**src/rtl/firc_sched.sv**
```systemverilog
// Tap scheduler for the 29-tap symmetric complex FIR: three-phase issue of tap-pair addresses
// plus a LAT-deep phase pipe that drives accumulator clear/enable and output push.
module firc_sched #(
  parameter int unsigned LAT = 3
) (
  input  logic        Clk,
  input  logic        Reset,
  input  logic        FifoEmpty,
  output logic        FifoRd,
  output logic        ShiftEn,
  output logic        PhaseValid,
  output logic [1:0]  Phase,
  output logic [24:0] LocA,
  output logic [24:0] LocB,
  output logic [3:0]  CoefBase,
  output logic        Lane4Zero,
  output logic        AccClr,
  output logic        AccEn,
  output logic        PushOut,
  output logic        Busy
);

  typedef enum logic [1:0] {StIdle, StP0, StP1, StP2} state_e;

  state_e           state_q, state_d;
  logic [LAT-1:0]   pipe_v_q;
  logic [1:0]       pipe_p_q [LAT];
  logic             push_q;
  logic             issue_v;
  logic [1:0]       issue_p;
  logic             pop;

  // A new sample may only be accepted once the previous one has issued all three phases.
  assign pop = !FifoEmpty && (state_q == StIdle || state_q == StP2) && !Reset;

  always_comb begin
    state_d = state_q;
    unique case (state_q)
      StIdle:  state_d = FifoEmpty ? StIdle : StP0;
      StP0:    state_d = StP1;
      StP1:    state_d = StP2;
      StP2:    state_d = FifoEmpty ? StIdle : StP0;
      default: state_d = StIdle;
    endcase
  end

  always_comb begin
    issue_v = 1'b0;
    issue_p = 2'd0;
    unique case (state_q)
      StP0:    begin issue_v = 1'b1; issue_p = 2'd0; end
      StP1:    begin issue_v = 1'b1; issue_p = 2'd1; end
      StP2:    begin issue_v = 1'b1; issue_p = 2'd2; end
      default: begin issue_v = 1'b0; issue_p = 2'd0; end
    endcase
  end

  always_ff @(posedge Clk) begin
    if (Reset) begin
      state_q  <= StIdle;
      pipe_v_q <= '0;
      push_q   <= 1'b0;
      for (int i = 0; i < LAT; i++) pipe_p_q[i] <= 2'd0;
    end else begin
      state_q     <= state_d;
      pipe_v_q[0] <= issue_v;
      pipe_p_q[0] <= issue_p;
      for (int i = 1; i < LAT; i++) begin
        pipe_v_q[i] <= pipe_v_q[i-1];
        pipe_p_q[i] <= pipe_p_q[i-1];
      end
      push_q <= pipe_v_q[LAT-1] && (pipe_p_q[LAT-1] == 2'd2);
    end
  end

  // Every output is held low while Reset is asserted, including the first reset cycle.
  always_comb begin
    FifoRd     = pop;
    ShiftEn    = pop;
    PhaseValid = 1'b0;
    Phase      = 2'd0;
    LocA       = '0;
    LocB       = '0;
    CoefBase   = 4'd0;
    Lane4Zero  = 1'b0;
    AccEn      = 1'b0;
    AccClr     = 1'b0;
    PushOut    = 1'b0;
    Busy       = 1'b0;
    if (!Reset) begin
      PhaseValid = issue_v;
      Phase      = issue_p;
      if (issue_v) begin
        CoefBase  = 4'(5 * int'(issue_p));
        Lane4Zero = (issue_p == 2'd2);
        for (int k = 0; k < 5; k++) begin
          LocA[5*k +: 5] = 5'(5 * int'(issue_p) + k);
          LocB[5*k +: 5] = 5'(28 - 5 * int'(issue_p) - k);
        end
      end
      AccEn   = pipe_v_q[LAT-1];
      AccClr  = pipe_v_q[LAT-1] && (pipe_p_q[LAT-1] == 2'd0);
      PushOut = push_q;
      Busy    = (state_q != StIdle) || (|pipe_v_q);
    end
  end

endmodule
```
**config.mk**
```make
export PLATFORM = sky130hd
export DESIGN_NAME = firc_sched
export DESIGN_NICKNAME = d
export VERILOG_FILES = /design/src/rtl/firc_sched.sv
export SDC_FILE = /design/constraint.sdc
export NUM_CORES = 1
export LEC_CHECK = 0
export ABC_AREA = 1
export BUFFER_PORTS_ARGS = -buffer_cell sky130_fd_sc_hd__buf_2
export CORE_ASPECT_RATIO = 1.4
export CORE_MARGIN = 4
export CORE_UTILIZATION = 40
export CTS_CLUSTER_DIAMETER = 60
export DETAILED_ROUTE_END_ITERATION = 8
export GPL_TIMING_DRIVEN = 0
export PLACE_DENSITY = 0.79
export SLEW_MARGIN = 20
export SYNTH_ARGS = -nofsm -noshare
export SYNTH_HDL_FRONTEND = slang
export SYNTH_SLANG_ARGS = --single-unit
export TNS_END_PERCENT = 1
```
**constraint.sdc**
```tcl
create_clock -name Clk -period 2.25 [get_ports Clk]
set_input_delay 0.5625 -clock Clk [delete_from_list [all_inputs] [get_ports Clk]]
set_output_delay 0.5625 -clock Clk [all_outputs]
set_load 0.01 [all_outputs]
```
=== Yosys cells after proc, flatten, opt, wreduce, memory -nomap -nowiden ===
Memories as Yosys holds them, arrays and structs flattened.
Index checks and enable logic that the tools add are counted.
W data, S select, Z words.

* Muxes and demuxes: 24
* Multiply operators: 1
* Bitwise logic cells: 3
* Reductions and logical operators: 14
* Equal/unequal tests: 5
* Add/subtract/negate cells: 9

{| class="wikitable"
|+ Operators by type and width
! operator !! number
|-
| $mux W25 || 4
|-
| $mux W1 || 12
|-
| $add A5 B3 Y5 const B || 2
|-
| $sub A5 B3 Y5 const B || 2
|-
| $eq A2 B2 Y1 const B || 4
|-
| $mux W2 || 4
|-
| $mux W4 || 2
|-
| $pmux W2 S3 || 1
|-
| $reduce_or A3 Y1 || 2
|-
| $add A5 B2 Y5 const B || 1
|-
| $add A5 B4 Y5 const B || 1
|-
| $mul A3 B2 Y5 const A || 1
|-
| $sub A5 B2 Y5 const B || 1
|-
| $sub A5 B4 Y5 const B || 1
|-
| $sub A5 B5 Y5 const A || 1
|-
| $logic_and A1 B1 Y1 || 4
|-
| $logic_not A2 Y1 || 2
|-
| $pmux W2 S2 || 1
|-
| $or A1 B1 Y1 || 3
|-
| $eq A2 B1 Y1 const B || 1
|-
| $logic_not A1 Y1 || 2
|-
| $logic_or A1 B1 Y1 || 2
|-
| $reduce_bool A2 Y1 || 1
|-
| $reduce_or A2 Y1 || 1
|}

* Register bits after elaboration: 6
* Memories: 1
* Input port bits: 3
* Logic and storage cells: 60
* Output and inout port bits: 64
* Memory bits (writable): 6

{| class="wikitable"
|+ Memory list
! name !! depth !! bits a word !! rd ports !! clocked after memory_dff !! wr ports !! RTL line !! source
|-
| pipe_p_q || 3 || 2 || 3 || 0 || 3 || 27 || <nowiki>logic [1:0] pipe_p_q [LAT];</nowiki>
|}

=== Depth between registers and ports, before layout ===
Gate-level depths: netlist (run 1).

* Depth after elaboration: 7
* Depth in mapped cells: 5
* Mapped depth without buffers: 5

=== Worst setup path before layout (run 1) ===
Ideal clock, no wire load.

* Kind: input -> output
* Start point: in Reset
* End point: out CoefBase[2]
* Slack: 0.108 ns
* Stages on the path: 4
* Data arrival time: 1.579 ns
* Required time: 1.688 ns
* Path buffers: 3
* Cell sequence: buf_6 buf_2 nor2_1 buf_4

* Cells in the longest elaborated chain, start to end: 1

{| class="wikitable"
|+ Ends and longest elaborated chain
! what !! RTL line !! source
|-
| start, declared || 7 || <nowiki>input logic Reset,</nowiki>
|-
| $mux W4 || 90 || <nowiki>if (!Reset) begin</nowiki>
|-
| end, declared || 15 || <nowiki>output logic [3:0] CoefBase,</nowiki>
|}

No other way between the ends.

=== Worst setup path after layout (run 1) ===
* Start point: reg state_q[0]
* End point: out LocA[19]

* Cells in the longest elaborated chain, start to end: 6
* Elaborated cells between the ends (all ways): 10
* Those cells by class: add/sub: 1; mul: 1; eq/ne: 3; mux: 4; reduce/logical: 1

{| class="wikitable"
|+ Ends and longest elaborated chain
! what !! RTL line !! source
|-
| start, declared || 25 || <nowiki>state_e state_q, state_d;</nowiki>
|-
| start signal, assigned || 60 || <nowiki>state_q <= StIdle;</nowiki>
|-
| start signal, assigned || 65 || <nowiki>state_q <= state_d;</nowiki>
|-
| $eq A2 B2 Y1 || 50 || <nowiki>unique case (state_q)</nowiki>
|-
| $pmux W2 S2 || 50 ||
|-
| $mul A3 B2 Y5 || 97 || <nowiki>LocA[5*k +: 5] = 5'(5 * int'(issue_p) + k);</nowiki>
|-
| $add A5 B3 Y5 || 97 ||
|-
| $mux W25 * || 93 || <nowiki>if (issue_v) begin</nowiki>
|-
| $mux W25 * || 90 ||
|-
| end, declared || 13 || <nowiki>output logic [24:0] LocA,</nowiki>
|}

Mark *: on every way between the ends. The rest lies on a longest branch, timed or not.

==> results of run 1 <==
-- power breakdown --
| part | internal (mW) | switching, mW | total [mW] |
|---|---|---|---|
| Clock | 0.0617 | 0.0592 | 0.121 |
| Sequential | 0.241 | 0.0222 | 0.263 |
| Combinational | 0.321 | 0.303 | 0.624 |
-- repair_timing --
| action | in CTS | in global routing |
|---|---|---|
| pin swaps | 0 | 1 |
| endpoints found under the setup margin | 33 | 35 |
| gates resized for setup | 5 | 3 |
| cloned | 0 | 0 |
-- synth_stat cells --
library cell  number
a21oi_1            1
buf_2              2
nor3_1             5
inv_1             19
ha_1               7
nor2_1            24
nand2_1            1
dfxtp_1           12
buf_6              1
buf_4             49
conb_1             1
or2_1              1
-- layer usage --
| layer | up-vias | wire length [um] |
|---|---|---|
| met4 | 0 | 14 |
| met1 | 358 | 664 |
| met3 | 2 | 171 |
| met2 | 41 | 1070 |
| met5 | - | 0 |
| li1 | 440 | - |
-- final timing paths --
kind                       start        endpoint
setup / recovery      state_q[0]        LocA[19]
setup reg to reg      state_q[0]      state_q[0]
hold / removal    pipe_p_q[0][1]  pipe_p_q[0][3]
hold reg to reg   pipe_p_q[0][1]  pipe_p_q[0][3]
-- sequential cells by signal (all words and copies together), names as in the netlist --
name	cells
pipe_p_q	6
pipe_v_q	3
push_q	1
state_q	2
-- kinds of logic after synthesis --
kind of cell / count (synthesis) / share of synthesized area, %
AOI/OAI and AO/OA: 1 / 0.542
adders and majority gates: 7 / 9.50
buffers and inverters: 71 / 49.9
DFF: 12 / 26.1
other: 1 / 0.407
and+or+nand+nor: 31 / 13.6
-- final cells by class --
cell class,count,area [um^2]
Fill cell,195,858
Buffer,52,389
Timing Repair Buffer,64,320
Multi-Input combinational cell,40,245
Sequential cell,12,243
Inverter,19,71.3
Tap cell,22,27.5
Clock buffer,3,22.5
-- critical path, cell delays in order, from the launching register on --
cell,delay [ns]
dfxtp_2,0.35
inv_1,0.10
ha_1,0.18
inv_1,0.06
nor3_1,0.36
buf_4,0.18
buf_2,0.12
==> flow_metrics.env, run 1 <==
export IMPL_outcome="completed"
export IMPL_numCtsBuffers=3
export IMPL_worst_setup_hold_path_clk_slew_ns=0.06
export IMPL_most_frequent_standard_cell_in_the_layout_excluding_fill_and_tap_cells="buf_2"
export IMPL_synth_ff_latch_count=12
export IMPL_syn_nets=133
export IMPL_fin_hold_ws_ns=0.408
export IMPL_final_layout_size_suffix_gt1_share_pct=65.8
export IMPL_dieWidth_um=48.6
export IMPL_grtUsageMet2_pct=24.8
export IMPL_leakage_power_of_the_design_nw=0.891
export IMPL_max_slew_violation_count=0
export IMPL_clock_latency_ns=0.26
export IMPL_globalplace_congestion=0.786
export IMPL_dr_pass1_iters=4
export IMPL_vdd_ir_drop_max_mv=0.567
export IMPL_hold_viol=0
export IMPL_drc_errors=0
export IMPL_num_vias=841
export IMPL_synth_top_cells_by_area="buf_4 (40%), dfxtp_1 (26%), nor2_1 (9.8%)"
export IMPL_clockRootBuffer="clkbuf_4"
export IMPL_cts_buffer_depth=2
export IMPL_routed_via_density=3.97
export IMPL_power_density_nw_per_um2=764
export IMPL_ys_seq_area_share_pct=26.1
export IMPL_finalCriticalPeriod_ns=2.17
export IMPL_vias_in_the_first_global_route=803
export IMPL_antennaDiodeCount=0
export IMPL_post_synth_cell_area_avg_um2=7.50
export IMPL_synthDistinctLibCells=12
export IMPL_hold_depth=2
export IMPL_max_cap_violations=0
export IMPL_yosys_warnings=0
export IMPL_synth_cell_area_um2=922
export IMPL_timing_clock_skew_ns=0.000781
export IMPL_layout_core_utilization_pct=60.6
export IMPL_reg2reg_depth=5
export IMPL_drt_wl_total_um=1920
export IMPL_grt_overflow_total=0
export IMPL_placeableCoreArea_um2=2180
export IMPL_dp_slack_ns=-0.0396
export IMPL_synth_area_leader_cell="buf_4"
export IMPL_rows=20
export IMPL_numPortBuffers=64
export IMPL_final_critical_path_setup_slack_ns=0.0813
export IMPL_worst_hold_path_type="register to register"
export IMPL_numPlacedInstances=209
export IMPL_final_area_um2=1320
export IMPL_area_delta_synth_final_pct=43.0
export IMPL_timing_critical_path_arrival_ns=1.61
export IMPL_detailed_place_area_um2=1270
export IMPL_grt_usage_pct=12.4
export IMPL_grt_setup_unrepaired="true"
export IMPL_place_hpwl_um=1610
export IMPL_cts_hold_buf=0
export IMPL_layout_worst_path_cycle_share_pct=96.4
export IMPL_timing_critical_path_fanout_max=5
export IMPL_final_net_count=202
export IMPL_floorplan_die_area_um2=3150
export IMPL_setup_worst_path_end_class="primary output"
export IMPL_use_met3_pct=1.61
export IMPL_routed_wire_length_per_instance_um=9.04
export IMPL_timing_final_setup_violations=0
export IMPL_ant_nets=0
export IMPL_first_pass_grt_wire_length_um=3260
export IMPL_synth_cells=123
export IMPL_critPathRequiredTime_ns=1.69
export IMPL_layout_common_cells="buf_2 (66), buf_4 (49), nor2_1 (21), inv_1 (19), dfxtp_1 (10)"
export IMPL_postCtsSetupRepairBufs=0
export IMPL_floorplan_initialDensity_pct=42.4
export IMPL_startpoint_type="register"
export IMPL_achievable_frequency_mhz=461
export IMPL_tritoncts_clock_tree="done"
export IMPL_cts_sinks=12
export IMPL_finalPower_mw=1.01
export IMPL_finalNonFillerCells=212
export IMPL_post_synth_top_area_fraction_pct=39.9
export IMPL_grt_start_max_net_pins=13
export IMPL_antenna_found_initial=0
export IMPL_groute_layer_met1_usage_pct=12.1
export IMPL_setup_tns_final_ns=0
export IMPL_worstSetupPathType="register to primary output"
export IMPL_rrSetupSlack_ns=1.15
export IMPL_cts_htree_levels=1
export IMPL_dr_first_iter_drc_count=8
export IMPL_die_span_y_um=64.8
export IMPL_pin_count=67
export IMPL_grt_busiest_layer="met2"
Power figures use the tool's default switching activity.
==> run 2: changes to the inputs <==
--- a/config.mk
+++ b/config.mk
@@ -7,13 +7,14 @@
 export LEC_CHECK = 0
 export ABC_AREA = 1
 export BUFFER_PORTS_ARGS = -buffer_cell sky130_fd_sc_hd__buf_2
+export CAP_MARGIN = 25
 export CORE_ASPECT_RATIO = 1.4
 export CORE_MARGIN = 4
-export CORE_UTILIZATION = 40
+export CORE_UTILIZATION = 36
 export CTS_CLUSTER_DIAMETER = 60
 export DETAILED_ROUTE_END_ITERATION = 8
 export GPL_TIMING_DRIVEN = 0
-export PLACE_DENSITY = 0.79
+export PLACE_DENSITY = 0.75
 export SLEW_MARGIN = 20
 export SYNTH_ARGS = -nofsm -noshare
 export SYNTH_HDL_FRONTEND = slang
==> constraint.sdc (replaced) <==
create_clock -name Clk -period 1.76 [get_ports Clk]
set_input_delay 0.44 -clock Clk [delete_from_list [all_inputs] [get_ports Clk]]
set_output_delay 0.44 -clock Clk [all_outputs]
set_load 0.01 [all_outputs]
==> flow_metrics.env, run 2 (same netlist as run 1, synthesis figures left out) <==
export IMPL_detailed_place_area_um2=1290
export IMPL_pin_count=67
export IMPL_detailroute_wirelength_met3_um=191
export IMPL_worstSetupPathType="register to primary output"
export IMPL_layout_core_utilization_pct=62.7
export IMPL_routed_metal_1_wirelength_um=711
export IMPL_dr_pass1_iters=3
export IMPL_drt_wl_total_um=2030
export IMPL_cts_sinks=12
export IMPL_reg_top3="pipe_p_q x6, pipe_v_q x3, state_q x2"
export IMPL_routed_via_density=3.76
export IMPL_cts_hold_buf=0
export IMPL_floorplan_initialDensity_pct=38.1
export IMPL_dieWidth_um=50.8
export IMPL_rows=21
export IMPL_timing_critical_path_arrival_ns=1.41
export IMPL_most_frequent_standard_cell_in_the_layout_excluding_fill_and_tap_cells="buf_2"
export IMPL_timing_clock_skew_ns=0.00102
export IMPL_max_cap_violations=0
export IMPL_biggest_register="pipe_p_q"
export IMPL_place_hpwl_um=1530
export IMPL_area_delta_synth_final_pct=64.3
export IMPL_grt_start_max_net_pins=12
export IMPL_setup_worst_path_end_class="primary output"
export IMPL_placeableCoreArea_um2=2420
export IMPL_critPathRequiredTime_ns=1.32
export IMPL_final_critical_path_setup_slack_ns=-0.0914
export IMPL_cts_buffer_depth=2
export IMPL_achievable_frequency_mhz=540
export IMPL_first_pass_grt_wire_length_um=3090
export IMPL_antenna_found_initial=0
export IMPL_vias_in_the_first_global_route=715
export IMPL_power_density_nw_per_um2=1020
export IMPL_grt_setup_unrepaired="true"
export IMPL_ant_nets=0
export IMPL_vdd_ir_drop_max_mv=0.700
export IMPL_worst_setup_hold_path_clk_slew_ns=0.07
export IMPL_floorplan_die_area_um2=3450
export IMPL_leakage_power_of_the_design_nw=0.928
export IMPL_numCtsBuffers=3
export IMPL_final_layout_size_suffix_gt1_share_pct=72.5
export IMPL_worst_hold_path_type="register to register"
export IMPL_final_area_um2=1520
export IMPL_antennaDiodeCount=0
export IMPL_hold_viol=0
export IMPL_globalplace_congestion=0.694
export IMPL_timing_final_setup_violations=50
export IMPL_layout_worst_path_cycle_share_pct=105
export IMPL_num_vias=854
export IMPL_max_slew_violation_count=0
export IMPL_startpoint_type="register"
export IMPL_final_net_count=204
export IMPL_cts_htree_levels=1
export IMPL_layout_common_cells="buf_2 (54), buf_4 (52), nor2_1 (19), inv_1 (14), buf_6 (11)"
export IMPL_drc_errors=0
export IMPL_grt_overflow_total=0
export IMPL_violations_in_the_final_reports="negative setup slack"
export IMPL_clock_latency_ns=0.27
export IMPL_dr_first_iter_drc_count=6
export IMPL_route_met2_wl_um=1110
export IMPL_finalCriticalPeriod_ns=1.85
export IMPL_numPortBuffers=64
export IMPL_routed_wire_length_per_instance_um=8.96
export IMPL_clockRootBuffer="clkbuf_4"
export IMPL_tritoncts_clock_tree="done"
export IMPL_outcome="finished with violations"
export IMPL_number_of_flip_flops_under_the_largest_register_name=6
export IMPL_grt_usage_pct=11.7
export IMPL_die_span_y_um=67.9
export IMPL_highest_signal_layer="met4"
export IMPL_timing_critical_path_fanout_max=5
==> run 2: cell types whose count changed in the layout (fill, tap and decap cells not counted), sizes merged <==
cell | previous run | this run
buf | 116 | 117
clkbuf | 3 | 4
nor2 | 24 | 25
==> run 2: what timing repair did <==
action	4_1_cts	5_1_grt
pin swaps	4	1
buffers inserted	1	0
endpoints found under the setup margin	59	57
cloned	1	0
resized for setup	51	1
==> run 2: where the power goes <==
part	internal (mW)	switching [mW]
Combinational	0.536	0.451
Sequential	0.312	0.0391
Clock	0.126	0.0882
==> run 2: worst max-delay path: stages (launching register included) <==
cell and delay, ns:
dfxtp_4 0.41, inv_4 0.06, ha_4 0.28, inv_2 0.05, nor2_4 0.11, buf_4 0.12
buf_2 0.11
==> run 2: worst paths after layout <==
check	startpoint	endpoint	slack (ns)	depth (start not counted)
worst min-delay path	pipe_p_q[0][2]	pipe_p_q[0][4]	0.40	2
worst min register to register	pipe_p_q[0][2]	pipe_p_q[0][4]	0.40	2
worst max register to register	state_q[0]	state_q[0]	0.70	4
worst max-delay path	state_q[1]	LocB[2]	-0.09	6
==> run 2: metal layers <==
metal  up-vias  GRT usage (%)
li1        448              -
met1       360           11.8
met2        44           22.2
met3         2           2.61
met4         0           6.06
met5         -              0
==> run 2: final cells by class <==
cell class              instances  area (um^2)
plain buffers                  52          389
flip-flops and latches         12          248
clock buffers                   4         36.3
repair buffers                 65          395
multi-input cells              41          320
inverters                      19         83.8
well taps                      34         42.5
fillers                       232          902
==> run 2: metrics by stage <==
step	setup slack (ns)	power, mW	setup TNS, ns	std cells	hold slack, ns
after global placement	-0.294	1.11	-7.30	221	0.390
final	-0.0914	1.55	-2.16	227	0.403
after global routing	-0.192	1.67	-6.91	227	0.416
after detailed placement	-0.305	1.12	-7.67	221	0.393
after CTS	-0.127	1.55	-2.71	227	0.403
after floorplan	-0.139	0.872	-2.59	123	0.388
